===== src/rtl/mem_access_unit.sv =====
// ---------------------------------------------------------------------------
// mem_access_unit
//   Load/store front-end between the multicycle MIPS control/datapath and an
//   asynchronous-read RAM. Registers one request at a time, sequences the RAM
//   read/write strobes, performs byte/halfword stores as read-modify-write,
//   selects and extends load lanes (little-endian), and flags misaligned,
//   out-of-range or illegal-size accesses.
//
//   Optional feature macro: MAU_SUBWORD_EN
//     defined   : byte/half loads and stores supported (RMW path + extension)
//     undefined : size 00/01 answered with an error response; word only
//
// Ports
//   clk, rst_n      clock, synchronous active-low reset
//   req_valid       request present (accepted when req_valid && req_ready)
//   req_ready       high only while idle
//   req_we          1 = store, 0 = load
//   req_size        00 byte, 01 half, 10 word, 11 illegal
//   req_unsigned    loads: 1 = zero-extend, 0 = sign-extend
//   req_addr        byte address
//   req_wdata       store data, right-justified
//   resp_valid      one-cycle completion pulse
//   resp_err        error flag, qualified by resp_valid
//   resp_rdata      extended load data (0 for stores and errors)
//   ram_addr        word-aligned byte address to the RAM
//   ram_r, ram_w    RAM read / write strobes (never both high)
//   ram_wdata       RAM write data
//   ram_rdata       RAM read data, combinational from ram_addr/ram_r
// ---------------------------------------------------------------------------
module mem_access_unit #(
    parameter int unsigned MEM_BYTES = 1024,
    parameter int unsigned ADDR_W    = 32
) (
    input  logic              clk,
    input  logic              rst_n,
    input  logic              req_valid,
    output logic              req_ready,
    input  logic              req_we,
    input  logic [1:0]        req_size,
    input  logic              req_unsigned,
    input  logic [ADDR_W-1:0] req_addr,
    input  logic [31:0]       req_wdata,
    output logic              resp_valid,
    output logic              resp_err,
    output logic [31:0]       resp_rdata,
    output logic [ADDR_W-1:0] ram_addr,
    output logic              ram_r,
    output logic              ram_w,
    output logic [31:0]       ram_wdata,
    input  logic [31:0]       ram_rdata
);

    localparam int unsigned DATA_W = 32;

    localparam logic [1:0] SZ_BYTE = 2'b00;
    localparam logic [1:0] SZ_HALF = 2'b01;
    localparam logic [1:0] SZ_WORD = 2'b10;
    localparam logic [1:0] SZ_ILL  = 2'b11;

    typedef enum logic [2:0] {
        ST_IDLE,
        ST_READ,
        ST_WRITE
`ifdef MAU_SUBWORD_EN
        ,
        ST_RMW_RD,
        ST_RMW_WR
`endif
    } state_e;

    state_e state_q, state_d;

    // Registered outputs
    logic              req_ready_q,  req_ready_d;
    logic              resp_valid_q, resp_valid_d;
    logic              resp_err_q,   resp_err_d;
    logic [DATA_W-1:0] resp_rdata_q, resp_rdata_d;
    logic [ADDR_W-1:0] ram_addr_q,   ram_addr_d;
    logic              ram_r_q,      ram_r_d;
    logic              ram_w_q,      ram_w_d;
    logic [DATA_W-1:0] ram_wdata_q,  ram_wdata_d;

    logic req_err_c;
    logic [DATA_W-1:0] load_data_c;

`ifdef MAU_SUBWORD_EN
    // Request fields needed after accept by the sub-word paths
    logic [1:0]        addr_lo_q, addr_lo_d;
    logic [1:0]        size_q,    size_d;
    logic              uns_q,     uns_d;
    logic [DATA_W-1:0] wdata_q,   wdata_d;
    logic [DATA_W-1:0] merge_c;

    // Replace the addressed lane of the old word with the store data
    function automatic logic [DATA_W-1:0] merge_word(
        input logic [DATA_W-1:0] old_w,
        input logic [DATA_W-1:0] data,
        input logic [1:0]        size,
        input logic [1:0]        lo
    );
        logic [DATA_W-1:0] m;
        m = old_w;
        if (size == SZ_BYTE) begin
            case (lo)
                2'd0:    m[7:0]   = data[7:0];
                2'd1:    m[15:8]  = data[7:0];
                2'd2:    m[23:16] = data[7:0];
                default: m[31:24] = data[7:0];
            endcase
        end else if (size == SZ_HALF) begin
            if (lo[1]) m[31:16] = data[15:0];
            else       m[15:0]  = data[15:0];
        end else begin
            m = data;
        end
        return m;
    endfunction

    // Pick the addressed lane of the read word and extend it to 32 bits
    function automatic logic [DATA_W-1:0] extract_lane(
        input logic [DATA_W-1:0] word,
        input logic [1:0]        size,
        input logic [1:0]        lo,
        input logic              uns
    );
        logic [7:0]  b;
        logic [15:0] h;
        logic [DATA_W-1:0] r;
        b = 8'(word >> {lo, 3'b000});
        h = 16'(word >> {lo[1], 4'b0000});
        if (size == SZ_BYTE)
            r = uns ? {24'h0, b} : {{24{b[7]}}, b};
        else if (size == SZ_HALF)
            r = uns ? {16'h0, h} : {{16{h[15]}}, h};
        else
            r = word;
        return r;
    endfunction

    assign merge_c     = merge_word(ram_rdata, wdata_q, size_q, addr_lo_q);
    assign load_data_c = extract_lane(ram_rdata, size_q, addr_lo_q, uns_q);
`else
    logic unused_c;
    assign unused_c    = req_unsigned;
    assign load_data_c = ram_rdata;
`endif

    // Acceptance-time legality check
    always_comb begin
        req_err_c = 1'b0;
        if (req_size == SZ_ILL)                          req_err_c = 1'b1;
        if ((req_size == SZ_HALF) && req_addr[0])        req_err_c = 1'b1;
        if ((req_size == SZ_WORD) && (req_addr[1:0] != 2'b00))
                                                         req_err_c = 1'b1;
        if (req_addr >= ADDR_W'(MEM_BYTES))              req_err_c = 1'b1;
`ifndef MAU_SUBWORD_EN
        if ((req_size == SZ_BYTE) || (req_size == SZ_HALF))
                                                         req_err_c = 1'b1;
`endif
    end

    // State and output registers
    always_ff @(posedge clk) begin
        if (!rst_n) begin
            state_q      <= ST_IDLE;
            req_ready_q  <= 1'b1;
            resp_valid_q <= 1'b0;
            resp_err_q   <= 1'b0;
            resp_rdata_q <= '0;
            ram_addr_q   <= '0;
            ram_r_q      <= 1'b0;
            ram_w_q      <= 1'b0;
            ram_wdata_q  <= '0;
`ifdef MAU_SUBWORD_EN
            addr_lo_q    <= '0;
            size_q       <= '0;
            uns_q        <= 1'b0;
            wdata_q      <= '0;
`endif
        end else begin
            state_q      <= state_d;
            req_ready_q  <= req_ready_d;
            resp_valid_q <= resp_valid_d;
            resp_err_q   <= resp_err_d;
            resp_rdata_q <= resp_rdata_d;
            ram_addr_q   <= ram_addr_d;
            ram_r_q      <= ram_r_d;
            ram_w_q      <= ram_w_d;
            ram_wdata_q  <= ram_wdata_d;
`ifdef MAU_SUBWORD_EN
            addr_lo_q    <= addr_lo_d;
            size_q       <= size_d;
            uns_q        <= uns_d;
            wdata_q      <= wdata_d;
`endif
        end
    end

    // Next-state and next-output logic; strobes are computed for the state
    // being entered so they are high for the whole cycle spent in it
    always_comb begin
        state_d      = state_q;
        resp_valid_d = 1'b0;
        resp_err_d   = 1'b0;
        resp_rdata_d = '0;
        ram_addr_d   = ram_addr_q;
        ram_r_d      = 1'b0;
        ram_w_d      = 1'b0;
        ram_wdata_d  = ram_wdata_q;
`ifdef MAU_SUBWORD_EN
        addr_lo_d    = addr_lo_q;
        size_d       = size_q;
        uns_d        = uns_q;
        wdata_d      = wdata_q;
`endif

        case (state_q)
            ST_IDLE: begin
                if (req_valid) begin
`ifdef MAU_SUBWORD_EN
                    addr_lo_d = req_addr[1:0];
                    size_d    = req_size;
                    uns_d     = req_unsigned;
                    wdata_d   = req_wdata;
`endif
                    if (req_err_c) begin
                        // Answer immediately, RAM untouched
                        resp_valid_d = 1'b1;
                        resp_err_d   = 1'b1;
                    end else begin
                        ram_addr_d = {req_addr[ADDR_W-1:2], 2'b00};
                        if (!req_we) begin
                            state_d = ST_READ;
                            ram_r_d = 1'b1;
                        end else if (req_size == SZ_WORD) begin
                            state_d     = ST_WRITE;
                            ram_w_d     = 1'b1;
                            ram_wdata_d = req_wdata;
                        end else begin
`ifdef MAU_SUBWORD_EN
                            state_d = ST_RMW_RD;
                            ram_r_d = 1'b1;
`endif
                        end
                    end
                end
            end

            ST_READ: begin
                resp_valid_d = 1'b1;
                resp_rdata_d = load_data_c;
                state_d      = ST_IDLE;
            end

            ST_WRITE: begin
                resp_valid_d = 1'b1;
                state_d      = ST_IDLE;
            end

`ifdef MAU_SUBWORD_EN
            ST_RMW_RD: begin
                // Old word is on ram_rdata now; write back the merged word
                ram_w_d     = 1'b1;
                ram_wdata_d = merge_c;
                state_d     = ST_RMW_WR;
            end

            ST_RMW_WR: begin
                resp_valid_d = 1'b1;
                state_d      = ST_IDLE;
            end
`endif

            default: state_d = ST_IDLE;
        endcase
    end

    assign req_ready_d = (state_d == ST_IDLE);

    assign req_ready  = req_ready_q;
    assign resp_valid = resp_valid_q;
    assign resp_err   = resp_err_q;
    assign resp_rdata = resp_rdata_q;
    assign ram_addr   = ram_addr_q;
    assign ram_r      = ram_r_q;
    assign ram_w      = ram_w_q;
    assign ram_wdata  = ram_wdata_q;

endmodule

===== config.mk =====
export PLATFORM = sky130hd
export DESIGN_NAME = mem_access_unit
export DESIGN_NICKNAME = d
export VERILOG_FILES = /design/src/rtl/mem_access_unit.sv
export SDC_FILE = /design/constraint.sdc
export NUM_CORES = 1
export LEC_CHECK = 0
export ABC_CLOCK_PERIOD_IN_PS = 1780
export BUFFER_PORTS_ARGS = -buffer_cell sky130_fd_sc_hd__buf_2
export CAP_MARGIN = 15
export CORE_AREA = 2 2 78 117
export DETAILED_ROUTE_END_ITERATION = 10
export DIE_AREA = 0 0 80 119
export PLACE_DENSITY = 0.8
export REMOVE_ABC_BUFFERS = 1
export SLEW_MARGIN = 20
export SYNTH_ARGS = -nofsm -noshare
export SYNTH_HDL_FRONTEND = slang
export SYNTH_SLANG_ARGS = --single-unit

===== constraint.sdc =====
create_clock -name clk -period 1.78 [get_ports clk]
set_input_delay 0.178 -clock clk [delete_from_list [all_inputs] [get_ports clk]]
set_output_delay 0.178 -clock clk [all_outputs]
set_load 0.03 [all_outputs]

==> reports/results.md, run 1 <==
| Group | Quantity | Reported |
|:---|:---|:---|
| synthesis | Sequential share of the synthesized area | 57.04% |
| sta | Actual transition at the worst max-transition pin | 663.0 ps |
| die | I/O pins | 204 |
| die | Die width | 80 um |
| setup path | Critical path buffer and inverter count | 1 |
| clock tree | CTS resizes | 0 |
| sta | RSZ-0062 raised after global routing | no |
| clock tree | Clock Tree Root | clkbuf_16 |
| power | Pwr dens | 902.7 mW/mm^2 |
| sta | Worst rel slew slack | 55.80% |
| finish | Utilization after layout | 57.27% |
| die | Die area | 0.009520 mm^2 |
| hold path | Worst Hold Endpoint | resp_rdata[1]$_SDFF_PN0_ |
| finish | Ant diodes | 0 |
| finish | Final non-filler cell area | 0.004936 mm^2 |
| finish | Sequential Area | 0.002042 mm^2 |
| grt | Antenna violations before repair | 0 |
| drt | Wirelength, routed | 9.580 mm |
| setup path | Worst reg2reg path depth | 5 |
| placement | # placed instances | 633 |
| grt | Pin count of the biggest net entering global routing | 43 |
| setup path | R2R Setup Slk | 80 ps |
| sta | Final Hold Vio Count | 0 |
| die | Core outline area | 0.008618 mm^2 |
| sta | Max Freq | 589.0 MHz |
| clock tree | Number of clock sinks | 102 |
| clock tree | Deepest clock path buffer count | 2 |
| setup path | Highest fanout seen on the critical path | 29 |
| finish | Non-filler cells, final | 649 |
| sta | Count of final max-slew check failures | 0 |
| synthesis | Number of warnings reported in the yosys synthesis log | 0 |
| power | Part of the power in the clock network | 44.4% |
| power | Largest voltage drop on the vdd net | 0.5391 mV |
| grt | Global-route total usage across every layer | 20.19% |
| grt | Global-route wire length before repair | 14.94 mm |
| clock tree | TritonCTS Buffers | 9 |
| drt | Via density per instance | 5.191 |
| synthesis | Number of distinct library cells after synthesis | 30 |
| setup path | Dominant delay contributor by cell family on the critical path | simple AND/OR/NAND/NOR gates |
| hold path | Launch point of the worst hold path | ram_rdata[1] |
| power | Net switching fraction of the power | 21.80% |
| placement | Port buffer count | 200 |
| hold path | Number of cells on the worst hold path | 2 |
| clock tree | Clock tree from TritonCTS | done |
| sta | Worst clock skew on the final layout | 6.032 ps |
| setup path | Worst Setup End Kind | flop |
| power | Total Power Consumption | 4455 uW |
| power | Pleak | 0.002294 uW |
| setup path | Largest stage delay on the critical path | 380 ps |
| finish | Post-synthesis to final-layout area growth | 37.89% |
| setup path | Reg-to-reg critical path endpoint | ram_wdata[29]$_SDFFE_PN0P_ |
| die | Row cnt | 42 |
| synthesis | Mapped Cells | 343 |
| clock tree | Clock-pin slew on the worst setup and hold paths | 70 ps |
| grt | Total grt overflow | 0 |
| setup path | Data required time at the worst endpoint | 2050 ps |
| drt | Remaining DRCs | 0 |
| die | Floorplan die height | 119 um |
| synthesis | Dominant synthesized flop cell | dfxtp_1 |
| sta | Final critical-path required period | 1698 ps |
| setup path | Type of the worst setup path | flop to flop |
| finish | Net count, final | 637 |
| placement | Estimated wirelength of the detail-placed design | 7.112 mm |
| drt | DRC violation total after the first TritonRoute iteration | 231 |
| synthesis | Post-synth top area share | 57.04% |
| finish | Total area of multi-input combinational cells | 0.001328 mm^2 |
| placement | Final RePlAce weighted congestion | 0.8249 |
| synthesis | Main area contributors after synthesis | dfxtp_1 57%, and2_1 9.8%, nand4_1 5.8% |
| synthesis | Cell type contributing the most total cell area after synthesis | dfxtp_1 |
| outcome | Status | finished clean |
| drt | Average detailed-routed wire length per instance | 14.76 um |
| synthesis | Post-synthesis instance area | 0.003580 mm^2 |
| drt | Number of vias after detailed routing | 3369 |
| placement | Instance area after placement | 0.004629 mm^2 |
| synthesis | Yosys reg bits | 102 |
| setup path | Timing startpoint of the critical path | state_q[2]$_SDFF_PN0_ |
| clock tree | Htree depth | 3 |
| sta | Final-report setup violation count | 0 |
| synthesis | Syn Area/Cell | 10.44 um^2 |
| flow run | Number of max-cap violations | 0 |
| power | Sequential power share | 51.3% |
| sta | Final period util | 95.37% |
| drt | Number of detailed-routing iterations run before antenna repair | 4 |
| synthesis | Number of synthesized flops with an enable pin | 0 |
| setup path | Worst path arrival time | 1970 ps |
| clock tree | Count of hold buffers inserted by post-cts repair | 0 |
| setup path | Slowest-stage cell, CP | and4_1 |
| clock tree | Latest clock arrival within the worst-skew pair | 340 ps |
| power | Part of the power in combinational logic | 4.3% |
| die | Initial Util | 41.54% |
| synthesis | Async S/R FF share, synth | 0% |
| drt | ANT nets after route | 0 |
| finish | Ratio of cells with drive above 1 in the final layout | 45.27% |
| setup path | Worst flop-to-flop path startpoint | state_q[2]$_SDFF_PN0_ |
| clock tree | Number of buffers inserted by post-CTS setup repair | 0 |
| power | Sw power | 971.2 uW |
| setup path | Critical path, cell by cell | nor4b_4 > and4_1 > buf_12 > nand4_1 > a21oi_1 |
| power | Internal power | 3484 uW |
| finish | Final-layout fill cell count | 773 |
| grt | Via count of the first global-routing pass | 3308 |
| setup path | Kind of launch point of the worst setup path | flop |
| hold path | Hold Crit Class | input pin to flop |
[cell type report]
cell class / count / area share (%)
Sequential cell: 102 / 41.37
Clock buffer: 9 / 4.563
Timing Repair Buffer: 214 / 22.66
Multi-Input combinational cell: 206 / 26.89
Inverter: 1 / 0.07605
Clock inverter: 7 / 1.648
Tap cell: 110 / 2.788
[power by group through the flow]
stage,combinational [uW],clock (uW),sequential (uW)
floorplan,47.1,0,2340
global placement,186,0,2340
detailed placement,191,0,2340
CTS,192,2030,2290
global route,208,2130,2280
finish,191,1980,2290
[per-stage QoR]
step | setup slack [ps] | hold slack, ps | TNS, ps
after detailed placement | 75.86 | 382.9 | 0
after global routing | 0.2307 | 19.89 | 0
after global placement | 178.5 | 377.2 | 0
after CTS | 85.51 | 13.05 | 0
final | 82.33 | 25.73 | 0
after floorplan | -585.1 | 249.8 | -42760
[cells in the final DEF, fill, tap and decap left out, types with 2 or more instances in the layout]
cell,instances
buf_2,200
dfxtp_1,102
and2_1,56
a21oi_1,40
nand4_1,33
o31ai_1,27
buf_4,13
nand3_1,9
clkbuf_16,9
o21ai_0,8
nor4_1,5
o31ai_2,5
nor4_2,3
nand2_1,3
conb_1,3
clkinvlp_4,3
nor3_1,2
[cells by family after synthesis]
logic type / count (synthesis) / share of synthesized area, %
AO/OA/AOI/OAI: 84 / 15.03
buffers and inverters: 37 / 6.291
flip-flops: 102 / 57.04
other: 1 / 0.1048
AND/OR/NAND/NOR: 119 / 21.53
[cells in the mapped netlist, types with 2 or more instances]
master,number
o21ai_0,8
nand4_1,33
a21oi_1,40
o31ai_2,5
buf_2,6
nor4_1,5
and2_1,56
nor4_2,3
nand2_1,3
dfxtp_1,102
nor3_1,2
and4_1,2
clkbuf_1,17
buf_4,3
nand3_1,9
buf_6,9
o31ai_1,27
[state kept, by name, summed over array words and instances (netlist names)]
register    flops
resp_valid      1
state_q         3
ram_addr       30
ram_wdata      32
req_ready       1
resp_rdata     32
resp_err        1
ram_r           1
ram_w           1
[per-layer routing]
metal	vias to the layer above	global-route usage [%]	share of wire (%)
met5	-	0	0
li1	1613	-	-
met1	1544	20.34	36
met3	21	5.455	8.5
met2	191	35.89	52
met4	0	12.18	2.9
[how the worst max path moves through the flow]
stage | endpoint | slack, ps | cells past startpoint
floorplan | resp_rdata[0]$_SDFF_PN0_ | -590 | 3
global placement | ram_addr[21]$_SDFFE_PN0P_ | 180 | 4
detailed placement | ram_wdata[29]$_SDFFE_PN0P_ | 80 | 6
CTS | ram_wdata[29]$_SDFFE_PN0P_ | 90 | 5
global route | ram_addr[20]$_SDFFE_PN0P_ | 0.2 | 4
finish | ram_wdata[29]$_SDFFE_PN0P_ | 80 | 5
(Power assumes the default switching activity.)
==> run 2, diff against run 1 <==
--- a/config.mk
+++ b/config.mk
@@ -5,6 +5,7 @@
 export SDC_FILE = /design/constraint.sdc
 export NUM_CORES = 1
 export LEC_CHECK = 0
+export ABC_AREA = 1
 export ABC_CLOCK_PERIOD_IN_PS = 1780
 export BUFFER_PORTS_ARGS = -buffer_cell sky130_fd_sc_hd__buf_2
 export CAP_MARGIN = 15
==> reports/results.md, run 2 <==
| Group | Quantity | Reported | vs previous |
|:---|:---|:---|:---|
| synthesis | Number of warnings reported in the yosys synthesis log | 0 | unchanged |
| clock tree | TritonCTS Buffers | 9 | unchanged |
| synthesis | Syn Area/Cell | 7.383 um^2 | -29% |
| placement | Instance area after placement | 0.004661 mm^2 | +0.68% |
| clock tree | Clock Tree Root | clkbuf_16 |  |
| synthesis | Arithmetic-cell share of the synthesized area counting full adders, half adders and majority gates | 0% | unchanged |
| setup path | Slowest-stage cell, CP | dfxtp_1 |  |
| clock tree | CTS resizes | 0 | unchanged |
| clock tree | Clock-pin slew on the worst setup and hold paths | 60 ps | about the same |
| power | Largest voltage drop on the vdd net | 0.8183 mV | +52% |
| synthesis | Dominant synthesized flop cell | dfxtp_1 |  |
| die | Die area | 0.009520 mm^2 | unchanged |
| clock tree | Number of buffers inserted by post-CTS setup repair | 0 | unchanged |
| grt | Global-route total usage across every layer | 16.70% | -3.5 points |
| finish | Total area of multi-input combinational cells | 0.001047 mm^2 | -21% |
| finish | Final-layout fill cell count | 797 | +3.1% |
| grt | Global-route wire length before repair | 12.65 mm | -15% |
| sta | Final critical-path required period | 1478 ps | -220.0 ps |
| synthesis | Post-synth top area share | 57.02% | about the same |
| power | Total Power Consumption | 4618 uW | +3.6% |
| sta | Count of final max-slew check failures | 0 | unchanged |
| flow run | Number of max-cap violations | 0 | unchanged |
| drt | Number of vias after detailed routing | 3339 | -0.89% |
| placement | Final RePlAce weighted congestion | 0.7761 | -5.9% |
| drt | Number of detailed-routing iterations run before antenna repair | 4 | unchanged |
| drt | Remaining DRCs | 0 | unchanged |
| synthesis | Share of synthesized cell area in and, or, nand and nor gates | 28.48% | +6.9 points |
| sta | Final-report setup violation count | 0 | unchanged |
| setup path | Worst Setup End Kind | flop |  |
| finish | Sequential Area | 0.002042 mm^2 | unchanged |
| synthesis | Sequential share of the synthesized area | 57.02% | about the same |
| power | Pleak | 0.003138 uW | +37% |
| synthesis | XOR/XNOR Fraction of Synth Area | 0% | unchanged |
| sta | Final Hold Vio Count | 0 | unchanged |
| sta | Final period util | 83.01% | -12 points |
| clock tree | Deepest clock path buffer count | 2 | unchanged |
| setup path | Cell type with the highest occurrence count on the critical path | nor2_1 |  |
| clock tree | Number of clock sinks | 102 | unchanged |
| power | Pwr dens | 923.8 mW/mm^2 | +2.3% |
| sta | Worst clock skew on the final layout | 5.993 ps | -0.03919 ps |
| finish | Ant diodes | 0 | unchanged |
| outcome | Status | finished clean |  |
| synthesis | Number of distinct library cells after synthesis | 21 | -30% |
| synthesis | Proportion of synthesized area in mux cells | 0% | unchanged |
| setup path | Highest fanout seen on the critical path | 65 | +120% |
| finish | Utilization after layout | 58.00% | +0.73 points |
| drt | DRC violation total after the first TritonRoute iteration | 77 | -67% |
| grt | Antenna violations before repair | 0 | unchanged |
| sta | Max Freq | 676.8 MHz | +15% |
| synthesis | Largest family of logic cells by synthesized area | simple AND/OR/NAND/NOR gates |  |
| drt | Via density per instance | 4.195 | -19% |
| finish | Top library cells by usage in the layout, fill and taps aside | 200 x buf_2, 134 x nor2_1, 102 x dfxtp_1 |  |
| drt | Average detailed-routed wire length per instance | 9.925 um | -33% |
| synthesis | Post-synthesis instance area | 0.003581 mm^2 | about the same |
| setup path | Dominant delay contributor by cell family on the critical path | simple AND/OR/NAND/NOR gates |  |
| synthesis | Mapped Cells | 485 | +41% |
| finish | Post-synthesis to final-layout area growth | 39.59% |  |
| die | I/O pins | 204 | unchanged |
| die | Floorplan die height | 119 um | unchanged |
| die | Die width | 80 um | unchanged |
| sta | RSZ-0062 raised after global routing | no |  |
| setup path | Kind of launch point of the worst setup path | flop |  |
| clock tree | Clock tree from TritonCTS | done |  |
| setup path | Data required time at the worst endpoint | 2040 ps | about the same |
| drt | Wirelength, routed | 7.900 mm | -18% |
| clock tree | Count of hold buffers inserted by post-cts repair | 0 | unchanged |
| hold path | Hold Crit Class | input pin to flop |  |
| setup path | Critical path buffer and inverter count | 3 | +2 |
| setup path | Worst path arrival time | 1740 ps | -230 ps |
| drt | ANT nets after route | 0 | unchanged |
| setup path | R2R Setup Slk | 300 ps | +220 ps |
| grt | Via count of the first global-routing pass | 3157 | -4.6% |
| finish | Most common library cell in the layout ignoring fill and taps | buf_2 |  |
| synthesis | Main area contributors after synthesis | dfxtp_1 57%, nor2_1 14%, inv_1 10% |  |
| placement | Port buffer count | 200 | unchanged |
| synthesis | Most common cell in the synthesized netlist | nor2_1 |  |
| finish | Final non-filler cell area | 0.004999 mm^2 | +1.3% |
| synthesis | Async S/R FF share, synth | 0% | unchanged |
| synthesis | Number of synthesized flops with an enable pin | 0 | unchanged |
| die | Initial Util | 41.55% | about the same |
| sta | Sum of negative setup slack | 0 ps | unchanged |
| synthesis | Cell type contributing the most total cell area after synthesis | dfxtp_1 |  |
| synthesis | Fraction of the mapped netlist area in compound gates | 0.4542% | -15 points |
| die | Core outline area | 0.008618 mm^2 | unchanged |
| placement | Estimated wirelength of the detail-placed design | 6.079 mm | -15% |
| clock tree | Htree depth | 3 | unchanged |
| setup path | Critical path, cell by cell | nor2_1 > inv_1 > nor2_1 > inv_1 > nor2_1 > nand3_2 > buf_12 > nand2_1 > nand2_1 > nor2_1 |  |
| finish | Ratio of cells with drive above 1 in the final layout | 32.65% | -13 points |
| setup path | Type of the worst setup path | flop to flop |  |
| clock tree | Latest clock arrival within the worst-skew pair | 330 ps | about the same |
| synthesis | Most numerous cell types in the synthesized netlist | 134 x nor2_1, 102 x dfxtp_1, 100 x inv_1 |  |
| setup path | Largest stage delay on the critical path | 320 ps | -60 ps |
| grt | Total grt overflow | 0 | unchanged |
| synthesis | Yosys reg bits | 102 | unchanged |
| finish | Net count, final | 784 | +23% |
| die | Row cnt | 42 | unchanged |
| grt | Pin count of the biggest net entering global routing | 66 | +53% |
[run 2: cell count changes in the layout (fill, tap and decap cells not counted), moves of 33 or more]
cell     change
nand2_1     +87
inv_1      +100
nor2_1     +133
a21oi_1     -39
nand4_1     -33
and2_1      -56
[run 2: path summary, 6_finish.rpt]
check | startpoint | to | cells past startpoint
setup / recovery | state_q[0]$_SDFF_PN0_ | ram_wdata[19]$_SDFFE_PN0P_ | 10
hold / removal | req_we | ram_r$_SDFF_PP0_ | 2
setup reg to reg | state_q[0]$_SDFF_PN0_ | ram_wdata[19]$_SDFFE_PN0P_ | 10
hold reg to reg | ram_addr[27]$_SDFFE_PN0P_ | ram_addr[27]$_SDFFE_PN0P_ | 2
[run 2: metal layers]
layer  track usage, %  wire (um)  vias up
li1                 -          -     1760
met1            15.63       2972     1429
met2            31.20       4074      131
met3            5.530        662       19
met4            8.157        191        0
met5                0          0        -
[run 2: worst register-to-register path, delay by kind of cell, from the launching register on]
| family | cells | cell delay, ps |
|---|---|---|
| flip-flops | 1 | 320 |
| buffers and inverters | 3 | 340 |
| AND/OR/NAND/NOR | 7 | 770 |
[run 2: report_power, final]
| part | total (uW) | internal (uW) | leakage (uW) | switching, uW |
|---|---|---|---|---|
| combinational | 178 | 93.9 | 0.00215 | 84.1 |
| clock | 2150 | 1360 | 0.000165 | 789 |
| sequential | 2290 | 2280 | 0.000822 | 0.936 |
| total | 4620 | 3740 | 0.00314 | 874 |
[run 2: final cells by class]
cell class,count,share of cell area (%)
Clock buffer,9,4.506
Clock inverter,7,2.253
Inverter,100,7.509
Multi-Input combinational cell,262,20.95
Sequential cell,102,40.85
Tap cell,110,2.753
Timing Repair Buffer,206,21.18
[run 2: stage by stage]
step / setup slack [ps] / hold WS [ps] / instances
after floorplan: -46.93 / 256.1 / 464
after global placement: 334.0 / 377.6 / 780
after detailed placement: 292.3 / 380.1 / 780
after CTS: 296.5 / 17.66 / 796
after global routing: 108.2 / 28.07 / 796
final: 302.4 / 35.90 / 796
[run 2: cell families (layout without fill, tap and decap cells)]
kind of cell / after synthesis / count (layout)
and+or+nand+nor: 256 / 256
other: 1 / 3
DFF: 102 / 102
buffers and inverters: 123 / 322
AOI/OAI and AO/OA: 3 / 3
